## src/rtl/pixel_array_pkg.sv

```systemverilog
// Shared state type, default sizing constants and Gray-code helpers for pixel_array_ctrl.
// The Gray helpers are only referenced when PIXEL_ARRAY_GRAY_EN is defined.
package pixel_array_pkg;

    typedef enum logic [2:0] {
        S_IDLE,
        S_ERASE,
        S_EXPOSE,
        S_CONVERT,
        S_READOUT
    } state_t;

    localparam int DEF_N_PIX     = 4;
    localparam int DEF_CNT_W     = 8;
    localparam int DEF_ERASE_CYC = 5;
    localparam int MAX_CNT_W     = 12;

    function automatic logic [MAX_CNT_W-1:0] bin_to_gray(input logic [MAX_CNT_W-1:0] b);
        return b ^ (b >> 1);
    endfunction

    function automatic logic [MAX_CNT_W-1:0] gray_to_bin(input logic [MAX_CNT_W-1:0] g);
        logic [MAX_CNT_W-1:0] b;
        b[MAX_CNT_W-1] = g[MAX_CNT_W-1];
        for (int i = MAX_CNT_W - 2; i >= 0; i--) begin
            b[i] = b[i+1] ^ g[i];
        end
        return b;
    endfunction

endpackage

```

## src/rtl/pixel_code_latch.sv

```systemverilog
// Per-channel code store: captures the ramp code on the first comparator trip of a frame.
// A channel still untripped on the final ramp value takes that value, i.e. saturates.
module pixel_code_latch
    import pixel_array_pkg::*;
#(
    parameter int CNT_W = DEF_CNT_W
) (
    input  logic             clk,
    input  logic             reset_n,
    input  logic             clear,
    input  logic             capture_en,
    input  logic             last,
    input  logic             cmp,
    input  logic [CNT_W-1:0] code_in,
    output logic [CNT_W-1:0] code
);

    logic tripped;

    always_ff @(posedge clk or negedge reset_n) begin
        if (!reset_n) begin
            tripped <= 1'b0;
            code    <= '0;
        end else if (clear) begin
            tripped <= 1'b0;
            code    <= '0;
        end else if (capture_en && !tripped && (!cmp || last)) begin
            tripped <= 1'b1;
            code    <= code_in;
        end
    end

endmodule

```

## src/rtl/pixel_array_ctrl.sv

```systemverilog
// Ramp-ADC pixel array sequencer: ERASE/EXPOSE/CONVERT phases, shared ramp counter and
// valid/ready readout of per-pixel codes. Optional macro: PIXEL_ARRAY_GRAY_EN (Gray-coded ramp).
module pixel_array_ctrl
    import pixel_array_pkg::*;
#(
    parameter  int N_PIX     = DEF_N_PIX,
    parameter  int CNT_W     = DEF_CNT_W,
    parameter  int ERASE_CYC = DEF_ERASE_CYC,
    localparam int IDX_W     = (N_PIX > 1) ? $clog2(N_PIX) : 1
) (
    input  logic             clk,
    input  logic             reset_n,
    input  logic             START,
    input  logic [15:0]      EXPOSE_TIME,
    input  logic [N_PIX-1:0] CMP,
    output logic             ERASE,
    output logic             EXPOSE,
    output logic             CONVERT,
    output logic [CNT_W-1:0] RAMP_CNT,
    output logic [CNT_W-1:0] DOUT,
    output logic [IDX_W-1:0] DOUT_IDX,
    output logic             DOUT_VALID,
    input  logic             DOUT_READY,
    output logic             BUSY,
    output logic             FRAME_DONE
);

    localparam logic [CNT_W-1:0] RAMP_LAST = '1;

    state_t           state;
    logic [15:0]      phase_cnt;
    logic [15:0]      expose_len;
    logic [CNT_W-1:0] ramp;
    logic [CNT_W-1:0] ramp_next_enc;
    logic [CNT_W-1:0] dout_code;
    logic [CNT_W-1:0] store [N_PIX];
    logic             clear_codes;
    logic             ramp_last;

    // Codes are wiped on the same edge that enters CONVERT, so the first ramp value can be captured.
    assign clear_codes = (state == S_EXPOSE) && (phase_cnt == expose_len - 16'd1);
    assign ramp_last   = (ramp == RAMP_LAST);

`ifdef PIXEL_ARRAY_GRAY_EN
    logic [MAX_CNT_W-1:0] ramp_next_wide;
    logic [MAX_CNT_W-1:0] dout_wide;
    assign ramp_next_wide = bin_to_gray(MAX_CNT_W'(ramp + CNT_W'(1)));
    assign ramp_next_enc  = ramp_next_wide[CNT_W-1:0];
    assign dout_wide      = gray_to_bin(MAX_CNT_W'(store[DOUT_IDX]));
    assign dout_code      = dout_wide[CNT_W-1:0];
`else
    assign ramp_next_enc  = ramp + CNT_W'(1);
    assign dout_code      = store[DOUT_IDX];
`endif

    assign DOUT = DOUT_VALID ? dout_code : '0;

    always_ff @(posedge clk or negedge reset_n) begin
        if (!reset_n) begin
            state      <= S_IDLE;
            phase_cnt  <= '0;
            expose_len <= 16'd1;
            ramp       <= '0;
            RAMP_CNT   <= '0;
            ERASE      <= 1'b0;
            EXPOSE     <= 1'b0;
            CONVERT    <= 1'b0;
            DOUT_IDX   <= '0;
            DOUT_VALID <= 1'b0;
            BUSY       <= 1'b0;
            FRAME_DONE <= 1'b0;
        end else begin
            FRAME_DONE <= 1'b0;
            case (state)
                S_IDLE: begin
                    if (START) begin
                        expose_len <= (EXPOSE_TIME == 16'd0) ? 16'd1 : EXPOSE_TIME;
                        phase_cnt  <= '0;
                        ERASE      <= 1'b1;
                        BUSY       <= 1'b1;
                        state      <= S_ERASE;
                    end
                end
                S_ERASE: begin
                    if (phase_cnt == 16'(ERASE_CYC - 1)) begin
                        phase_cnt <= '0;
                        ERASE     <= 1'b0;
                        EXPOSE    <= 1'b1;
                        state     <= S_EXPOSE;
                    end else begin
                        phase_cnt <= phase_cnt + 16'd1;
                    end
                end
                S_EXPOSE: begin
                    if (clear_codes) begin
                        phase_cnt <= '0;
                        EXPOSE    <= 1'b0;
                        CONVERT   <= 1'b1;
                        ramp      <= '0;
                        RAMP_CNT  <= '0;
                        state     <= S_CONVERT;
                    end else begin
                        phase_cnt <= phase_cnt + 16'd1;
                    end
                end
                S_CONVERT: begin
                    if (ramp_last) begin
                        CONVERT    <= 1'b0;
                        ramp       <= '0;
                        RAMP_CNT   <= '0;
                        DOUT_IDX   <= '0;
                        DOUT_VALID <= 1'b1;
                        state      <= S_READOUT;
                    end else begin
                        ramp     <= ramp + CNT_W'(1);
                        RAMP_CNT <= ramp_next_enc;
                    end
                end
                S_READOUT: begin
                    if (DOUT_READY) begin
                        if (DOUT_IDX == IDX_W'(N_PIX - 1)) begin
                            DOUT_VALID <= 1'b0;
                            DOUT_IDX   <= '0;
                            FRAME_DONE <= 1'b1;
                            BUSY       <= 1'b0;
                            state      <= S_IDLE;
                        end else begin
                            DOUT_IDX <= DOUT_IDX + IDX_W'(1);
                        end
                    end
                end
                default: state <= S_IDLE;
            endcase
        end
    end

    for (genvar i = 0; i < N_PIX; i++) begin : g_pix
        pixel_code_latch #(.CNT_W(CNT_W)) u_latch (
            .clk        (clk),
            .reset_n    (reset_n),
            .clear      (clear_codes),
            .capture_en (CONVERT),
            .last       (ramp_last),
            .cmp        (CMP[i]),
            .code_in    (RAMP_CNT),
            .code       (store[i])
        );
    end

endmodule

```

## config.mk

```make
export PLATFORM = sky130hd
export DESIGN_NAME = pixel_array_ctrl
export DESIGN_NICKNAME = d
export VERILOG_FILES = /design/src/rtl/pixel_array_pkg.sv /design/src/rtl/pixel_code_latch.sv /design/src/rtl/pixel_array_ctrl.sv
export SDC_FILE = /design/constraint.sdc
export NUM_CORES = 1
export LEC_CHECK = 0
export ABC_AREA = 1
export CAP_MARGIN = 25
export CORE_MARGIN = 1
export CORE_UTILIZATION = 50
export CTS_BUF_LIST = sky130_fd_sc_hd__clkbuf_8
export DETAILED_ROUTE_END_ITERATION = 8
export PLACE_DENSITY = 0.72
export SLEW_MARGIN = 10
export SYNTH_ARGS = -nofsm -noshare
export SYNTH_HDL_FRONTEND = slang
export SYNTH_SLANG_ARGS = --single-unit
```

## constraint.sdc

```tcl
create_clock -name clk -period 3.3 [get_ports clk]
set_clock_uncertainty 0.15 [all_clocks]
set_input_delay 0.99 -clock clk [delete_from_list [all_inputs] [get_ports clk]]
set_output_delay 0.99 -clock clk [all_outputs]
set_load 0.1 [all_outputs]
```

==> results.toml <==
[grt]
first_global_vias = 4695
met3_usage_pct = 4.26
grt_max_degree = 57
grt_use_met2_pct = 40.5
use_met1_pct = 37.1
antenna_found_initial = 0
busiest_layer = "met2"
groute.usage.overall_pct = 25.8
overflow = 0
grt_first_pass_wirelength_um = 22500

[floorplan]
dieArea_sq_um = 10900
fp.dieH_um = 104
die_width_um = 104
core_sq_um = 10200
io_pins = 48
initial_core_util_pct = 51.2
rows = 37

[logic_synthesis]
mappedNetlistArea_sq_um = 5240
synth_edf_count = 0
syn-num-nets = 739
synth_cells = 710
async_flop_share_pct = 100
ys_seq_elements = 87
ys.flop_type = "dfrtp_1"
ys_warn_count = 0
synth_seq_area_share_pct = 41.6
synth.distinct_cells = 40
syn_area_per_cell_sq_um = 7.38

[run_status]
outcome = "completed"

[timing]
worst_slew_pin_slew_ps = 647
setup_viol = 0
slew_violations = 0
rsz0062_at_grt = "no"
fin_crit_ps = 3120
max_slew_margin_pct = 56.9
final_hold_viol_count = 0
setup-tns-final_ps = 0
finalCritPeriodShare_pct = 94.6
max_freq_ghz = 0.320

[worst_setup_path]
cp_data_required_time_ps = 2160
cp_cell_sequence = "inv_1 -> o21ai_0 -> a21oi_4 -> buf_12"
critPathMaxFanout = 18
cpPeakStageDelay_ps = 470
r2r_slack_ps = 300
slowest_stage = "dfrtp_2"
worstSetupEndpointType = "output port"
cp.arrival_ps = 1980
startpoint_type = "register"
critPathKind = "reg2out"

[route]
first_pass_iters = 6
drtIter0Drc = 351
wl_per_cell_um = 14.7
ant_nets = 0
via_per_inst = 5.44
via_count = 4867
totalWireLength_um = 13200
drc_errors = 0

[cts]
cts_resized = 0
clk_pin_slew_worst_paths_ps = 90
root_buffer = "clkbuf_8"
clock_sinks = 87
clockBufferDepth = 2
clk_latency_ps = 360
cts_tree = "built"
cts_max_level = 3
post-cts-setup-buffers = 0
postCtsHoldBufs = 0
numCtsBuffers = 9

[cells_and_area]
syn_to_final_growth_pct = 16.9
drive_above_1_share_pct = 13.5
finalNetCount = 782
final_util_pct = 59.9
seq_area_sq_um = 2180
multi_input_area_sq_um = 2710
fill_cells = 942
antenna_cells = 0

[place]
place_hpwl_um = 9820
gp_congestion = 0.925
io_buffers = 47

[run]
maxCapViolCount = 0

[power_and_ir_drop]
power_leakage_nw = 3.04
power_density_nw_per_um2 = 937
vdd_ir_drop_max_v = 0.000521

[hold_path]
hold_class = "reg2reg"
[cells by family (layout without fill, tap and decap cells)]
logic type	after synthesis	in the layout	synth area share [%]
compound gates	84	84	8.31
xor+xnor	24	24	4.01
fa+ha+maj	5	5	1.19
buf+inv	99	147	8.50
flops	87	87	41.6
simple gates	411	411	36.4
[critical path: cells and delay by family (launching register included)]
family / cells / cell delay [ps]
buffers and inverters: 2 / 610
AOI/OAI and AO/OA: 2 / 540
DFF: 1 / 470
[cell usage after synthesis, types with 2 or more instances]
cell type	count	area, sq um
nand3_1	97	485
nor2_1	80	300
o21ai_0	37	185
buf_6	9	101
a31oi_1	2	12.5
xor2_1	20	175
nor3_1	4	20.0
nand3_2	3	30.0
nand2_4	3	33.8
ha_1	5	62.6
nand2_2	15	93.8
inv_1	66	248
nand4_1	16	100
xnor2_1	4	35.0
or2_2	2	12.5
clkinv_1	2	7.51
clkbuf_1	11	41.3
o31ai_1	3	22.5
inv_2	7	26.3
dfrtp_1	86	2150
nor2_2	4	25.0
nor4_1	5	31.3
o21ai_1	18	90.1
a21oi_1	22	110
nor2_4	5	56.3
nand2_1	170	638
[sequential cells by signal, indices dropped and copies added, names as in the netlist]
signal                 flops
state                      3
EXPOSE                     1
FRAME_DONE                 1
DOUT_VALID                 1
BUSY                       1
DOUT_IDX                   2
ERASE                      1
ramp                       8
g_pix.u_latch.code        32
phase_cnt                 16
g_pix.u_latch.tripped      4
expose_len                16
CONVERT                    1
[final cells by class]
class	count	share of cell area, %
Clock buffer	10	2.24
Tap cell	136	2.78
Sequential cell	87	35.6
Multi-Input combinational cell	524	44.2
Inverter	75	4.61
Clock inverter	6	1.02
Timing Repair Buffer	56	9.59
[final timing paths]
path / startpoint / endpoint / cells after the start
worst min-delay path: ERASE / ERASE / 2
worst max register to register: expose_len[0] / g_pix[2].u_latch.code[6] / 16
max in group asynchronous: reset_n / state[0] / 2
worst max-delay path: DOUT_IDX[0] / DOUT[5] / 4
min in group asynchronous: reset_n / g_pix[1].u_latch.code[4] / 1
worst min register to register: ERASE / ERASE / 2
[layout by cell type, fill, tap and decap left out, types with 18 or more instances in the layout]
cell type / n
nor2_1: 80
buf_4: 25
dfrtp_1: 84
o21ai_1: 18
nand3_1: 97
nand2_1: 170
o21ai_0: 37
clkdlybuf4s50_1: 22
xor2_1: 20
inv_1: 68
[per-stage QoR]
step / area (sq um) / std cells / setup WS, ps / power [mW] / hold WS [ps]
6_report: 6130 / 894 / 177 / 5.75 / 337
5_1_grt: 6130 / 894 / 20.8 / 6.14 / 349
4_1_cts: 6130 / 894 / 198 / 5.73 / 338
3_5_place_dp: 5930 / 878 / 320 / 4.97 / 317
3_3_place_gp: 5930 / 878 / 368 / 4.91 / 310
2_1_floorplan: 5340 / 710 / 34.7 / 4.13 / 313
[per-layer routing]
layer,part of all wire [%],vias to the layer above
met1,48,2327
li1,-,2393
met2,46,137
met5,0,-
met4,1.1,0
met3,4.8,10
[power by group]
group,total (mW),switching [mW],internal [mW],leakage (nW)
Combinational,3.35,2.33,1.03,1.80
Sequential,1.63,0.323,1.31,1.14
Clock,0.764,0.395,0.368,0.105
(Power assumes the default switching activity.)
